<file path="config.mk">
export PLATFORM = sky130hd
export DESIGN_NAME = mem_arbiter
export DESIGN_NICKNAME = d
export VERILOG_FILES = /design/src/rtl/mem_arbiter.sv
export SDC_FILE = /design/constraint.sdc
export NUM_CORES = 1
export LEC_CHECK = 0
export ABC_AREA = 0
export CAP_MARGIN = 20
export CORE_AREA = 10 10 109 111
export CTS_CLUSTER_DIAMETER = 150
export DETAILED_ROUTE_END_ITERATION = 8
export DIE_AREA = 0 0 119 121
export HOLD_SLACK_MARGIN = 0.15
export MAX_ROUTING_LAYER = met4
export PLACE_DENSITY_LB_ADDON = 0.25
export RECOVER_POWER = 100
export SYNTH_ARGS = -nofsm -noshare
export SYNTH_HDL_FRONTEND = slang
export SYNTH_SLANG_ARGS = --single-unit
</file>
<file path="constraint.sdc">
create_clock -name clk -period 1.3 [get_ports clk]
set_input_delay 0.13 -clock clk [delete_from_list [all_inputs] [get_ports clk]]
set_output_delay 0.13 -clock clk [all_outputs]
set_load 0.02 [all_outputs]
</file>
<file path="src/rtl/mem_arbiter.sv">
// Two-requester arbiter for a single word-addressed memory port.
// Zero-latency grants, round-robin on ties, and a bounded lock for multi-word accesses.
module mem_arbiter #(
    parameter int MAX_HOLD = 2
) (
    input  logic        clk,
    input  logic        rst,
    input  logic        req0,
    input  logic        req1,
    input  logic        lock0,
    input  logic        lock1,
    input  logic [31:2] addr0,
    input  logic [31:2] addr1,
    input  logic [31:0] wdata0,
    input  logic [31:0] wdata1,
    input  logic [3:0]  we0,
    input  logic [3:0]  we1,
    output logic        gnt0,
    output logic        gnt1,
    output logic [31:0] rdata0,
    output logic [31:0] rdata1,
    output logic [31:2] address,
    output logic [31:0] memory_in,
    output logic [3:0]  write_enable,
    input  logic [31:0] memory_out,
    output logic        busy
);

    localparam int HW = $clog2(MAX_HOLD + 1);
    localparam logic [HW-1:0] MAX_HOLD_W = HW'(MAX_HOLD);
    localparam logic [HW-1:0] ONE_W      = HW'(1);

    typedef enum logic [1:0] {
        OWN_NONE = 2'd0,
        OWN_R0   = 2'd1,
        OWN_R1   = 2'd2
    } owner_t;

    owner_t          r_owner;
    owner_t          w_owner_next;
    logic            r_last;
    logic            w_last_next;
    logic [HW-1:0]   r_hold;
    logic [HW-1:0]   w_hold_next;
    logic [HW-1:0]   w_hold_inc;
    logic            w_win0;
    logic            w_win1;

    // State register
    always_ff @(posedge clk) begin
        if (rst) begin
            r_owner <= OWN_NONE;
            r_hold  <= '0;
            r_last  <= 1'b1;
        end else begin
            r_owner <= w_owner_next;
            r_hold  <= w_hold_next;
            r_last  <= w_last_next;
        end
    end

    // Winner selection and next-state; an owner only keeps the port while it still requests.
    always_comb begin
        w_win0       = 1'b0;
        w_win1       = 1'b0;
        w_owner_next = OWN_NONE;
        w_hold_next  = '0;
        w_last_next  = r_last;
        w_hold_inc   = '0;
        if (rst) begin
            w_last_next = 1'b1;
        end else begin
            if (r_owner == OWN_R0 && req0) begin
                w_win0 = 1'b1;
            end else if (r_owner == OWN_R1 && req1) begin
                w_win1 = 1'b1;
            end else if (req0 && (!req1 || r_last)) begin
                w_win0 = 1'b1;
            end else if (req1) begin
                w_win1 = 1'b1;
            end

            if (w_win0) begin
                w_last_next = 1'b0;
                w_hold_inc  = (r_owner == OWN_R0) ? r_hold + ONE_W : ONE_W;
                if (lock0 && w_hold_inc < MAX_HOLD_W) begin
                    w_owner_next = OWN_R0;
                    w_hold_next  = w_hold_inc;
                end
            end else if (w_win1) begin
                w_last_next = 1'b1;
                w_hold_inc  = (r_owner == OWN_R1) ? r_hold + ONE_W : ONE_W;
                if (lock1 && w_hold_inc < MAX_HOLD_W) begin
                    w_owner_next = OWN_R1;
                    w_hold_next  = w_hold_inc;
                end
            end
        end
    end

    // Memory port mux: everything is zero when nobody is granted.
    always_comb begin
        gnt0         = w_win0;
        gnt1         = w_win1;
        address      = '0;
        memory_in    = '0;
        write_enable = '0;
        if (w_win0) begin
            address      = addr0;
            memory_in    = wdata0;
            write_enable = we0;
        end else if (w_win1) begin
            address      = addr1;
            memory_in    = wdata1;
            write_enable = we1;
        end
    end

    assign rdata0 = memory_out;
    assign rdata1 = memory_out;
    assign busy   = (r_owner != OWN_NONE);

endmodule

</file>
==> impl_metrics.json <==
{
  "fin_hold_ws_ns": 0.260,
  "hold_path_class": "in -> out",
  "crit_required_ns": 1.17,
  "finalHoldViolCount": 0,
  "grt_antenna_before_repair": 0,
  "setup_viol": 70,
  "drc": 0,
  "netlist.area_leader.share": 0.403,
  "synth_nets": 345,
  "synth-seq-area-share": 0.0698,
  "critPathArrivalTime_ns": 1.78,
  "violations": "setup timing",
  "vdd_drop_max_uv": 442,
  "num_vias": 2006,
  "cts_root_buf": "clkbuf_8",
  "place_area_mm2": 0.00389,
  "die_area_mm2": 0.0144,
  "grt_overflow": 0,
  "die_x_um": 119,
  "io_pins": 303,
  "gr-usage-all-layers": 0.122,
  "rsz0062_at_grt": "true",
  "synth_area_leader_cell": "a22o_1",
  "synth_most_common_cell": "a22o_1",
  "dr.pass1.iters": 2,
  "start_util": 0.149,
  "critical_path_peak_fanout": 19,
  "power.leakage_nw": 1.86,
  "path_clk_slew_ns": 0.04,
  "finalCritPeriodShare": 1.47,
  "reg2reg_depth": 6,
  "p_per_area_mw_per_mm2": 500,
  "synthTopCellsByCount": "a22o_1 (66), buf_4 (65), buf_2 (9)",
  "min_path_cells": 0,
  "die_y_um": 121,
  "dp_cells": 456,
  "async_flop_share": 0,
  "drtIter0Drc": 61,
  "finalNetCount": 508,
  "worst_slack_ns": -0.608,
  "maxCapViolCount": 0,
  "clkLatencyLatePin_ns": 0.22,
  "fmax_mhz": 524,
  "cts_buffer_depth": 2,
  "finalNonFillerCells": 470,
  "ys.flop_type": "dfxtp_1",
  "post-route-min-period_ns": 1.91,
  "drt_wl_total_um": 9280,
  "synth-edff-count": 0,
  "core_area_mm2": 0.00964,
  "routedWlPerCell_um": 19.8,
  "cp-start-kind": "flop",
  "ys_top_cells_by_area": "a22o_1 (40%), buf_4 (34%), dfxtp_1 (7.0%), buf_6 (3.9%), buf_2 (3.1%)",
  "fill_cells": 957,
  "cts_buffers": 3,
  "grt_max_degree": 29,
  "drt-vias-per-instance": 4.27,
  "min_to": "rdata0[28]",
  "num_rows": 36,
  "finClkSkew_ns": 0.00470,
  "stdcell_area_mm2": 0.00419,
  "cts.sinks": 5,
  "worst_r2r_endpoint": "r_hold[0]",
  "area_growth_pct": 192,
  "synth_area_mm2": 0.00143,
  "ant_nets": 0,
  "gp_congestion": 0.692,
  "maxSlewViolCount": 0,
  "status": "complete, but fails checks",
  "cts_tree": "built",
  "placement.io_buffers": 206,
  "final_layout_size_suffix_gt1_frac": 0.507,
  "grt_pass1_wl_um": 13700,
  "htreeDepth": 1,
  "worstSetupEndpointType": "primary output",
  "n_antenna_cell": 0,
  "ys_ff_latch": 5,
  "r2r_start": "r_owner[1]",
  "yosysWarnings": 0,
  "critPathKind": "reg -> out",
  "worstHoldStart": "memory_out[28]",
  "reg2reg_slack_ns": -0.28,
  "synthCells": 175,
  "yosysUniqueCellTypes": 22,
  "place_hpwl_um": 7870,
  "grt_pass1_vias": 2287,
  "synth.avg_cell_area_um2": 8.19
}
==> registers in the layout, indices dropped and copies added (netlist names) <==
register	cells
r_owner	2
r_hold	2
r_last	1
==> cell type report <==
| class | instances | area, um2 | area share |
|---|---|---|---|
| inverters | 1 | 3.75 | 0.000896 |
| multi-input cells | 90 | 1300 | 0.310 |
| flip-flops and latches | 5 | 103 | 0.0245 |
| repair buffers | 237 | 2570 | 0.614 |
| clock buffers | 4 | 45.0 | 0.0108 |
| well taps | 133 | 166 | 0.0397 |
==> cells by family after synthesis <==
family | synth area share
buffers and inverters | 0.414
AO/OA/AOI/OAI | 0.444
AND/OR/NAND/NOR | 0.0637
flip-flops | 0.0698
XOR/XNOR | 0.00611
other | 0.00262
==> routing by layer <==
layer | up-vias | global-route usage | wire length [um]
li1 | 920 | - | -
met1 | 919 | 0.135 | 3740
met2 | 131 | 0.211 | 4640
met3 | 36 | 0.0368 | 717
met4 | 0 | 0.0298 | 187
met5 | - | - | 0
==> cells in the final DEF (no fill, tap or decap), types with 2 or more instances in the layout <==
master / n
clkdlybuf4s50_1: 135
nand2_1: 3
buf_16: 2
or2_2: 2
a22o_1: 7
buf_2: 2
dlygate4sd2_1: 2
nand3b_1: 2
buf_4: 10
dfxtp_2: 2
nor2b_1: 2
clkbuf_8: 3
dfxtp_1: 3
buf_6: 71
a22o_4: 59
buf_8: 2
clkbuf_1: 2
buf_12: 10
a21oi_1: 2
==> worst max-delay path, cell delays in order, from the launching register on <==
cell	delay [ns]
dfxtp_2	0.32
nand2b_4	0.15
buf_6	0.12
o221a_4	0.32
buf_12	0.19
buf_6	0.12
a22o_4	0.20
buf_6	0.13
==> worst max-delay path by stage <==
stage / start / endpoint / slack [ns] / cells after the start
after floorplan: r_owner[1] / address[2] / -0.14 / 6
after global routing: r_owner[1] / memory_in[14] / -0.67 / 7
after global placement: req1 / memory_in[12] / -1.03 / 7
final: r_owner[1] / memory_in[14] / -0.61 / 7
after CTS: r_owner[1] / memory_in[6] / -0.64 / 6
after detailed placement: req1 / address[31] / -1.05 / 7
==> timing repair <==
item                       in CTS  in global routing
setup buffers                   5                  3
gates cloned                    3                  1
hold buffers                    0                  0
resized for setup             369                 56
pin swaps                       3                  7
setup endpoints to repair      71                 70
==> where the power goes <==
| group | total, mW | leakage (nW) | internal [mW] | switching, mW |
|---|---|---|---|---|
| logic | 1.64 | 1.80 | 1.03 | 0.606 |
| clock network | 0.287 | 0.0228 | 0.210 | 0.0761 |
| registers | 0.171 | 0.0423 | 0.164 | 0.00749 |
| total | 2.09 | 1.86 | 1.40 | 0.689 |
==> per-stage QoR <==
step	power [mW]	TNS [ns]	worst slack, ns	utilization
floorplan	1.12	-6.37	-0.140	-
global placement	1.70	-67.37	-1.03	0.404
detailed placement	1.71	-68.05	-1.05	0.404
CTS	2.08	-36.12	-0.643	0.428
global route	2.21	-38.84	-0.670	0.434
finish	2.09	-34.43	-0.608	0.434
Note: power is estimated with default switching activity, not from simulation.
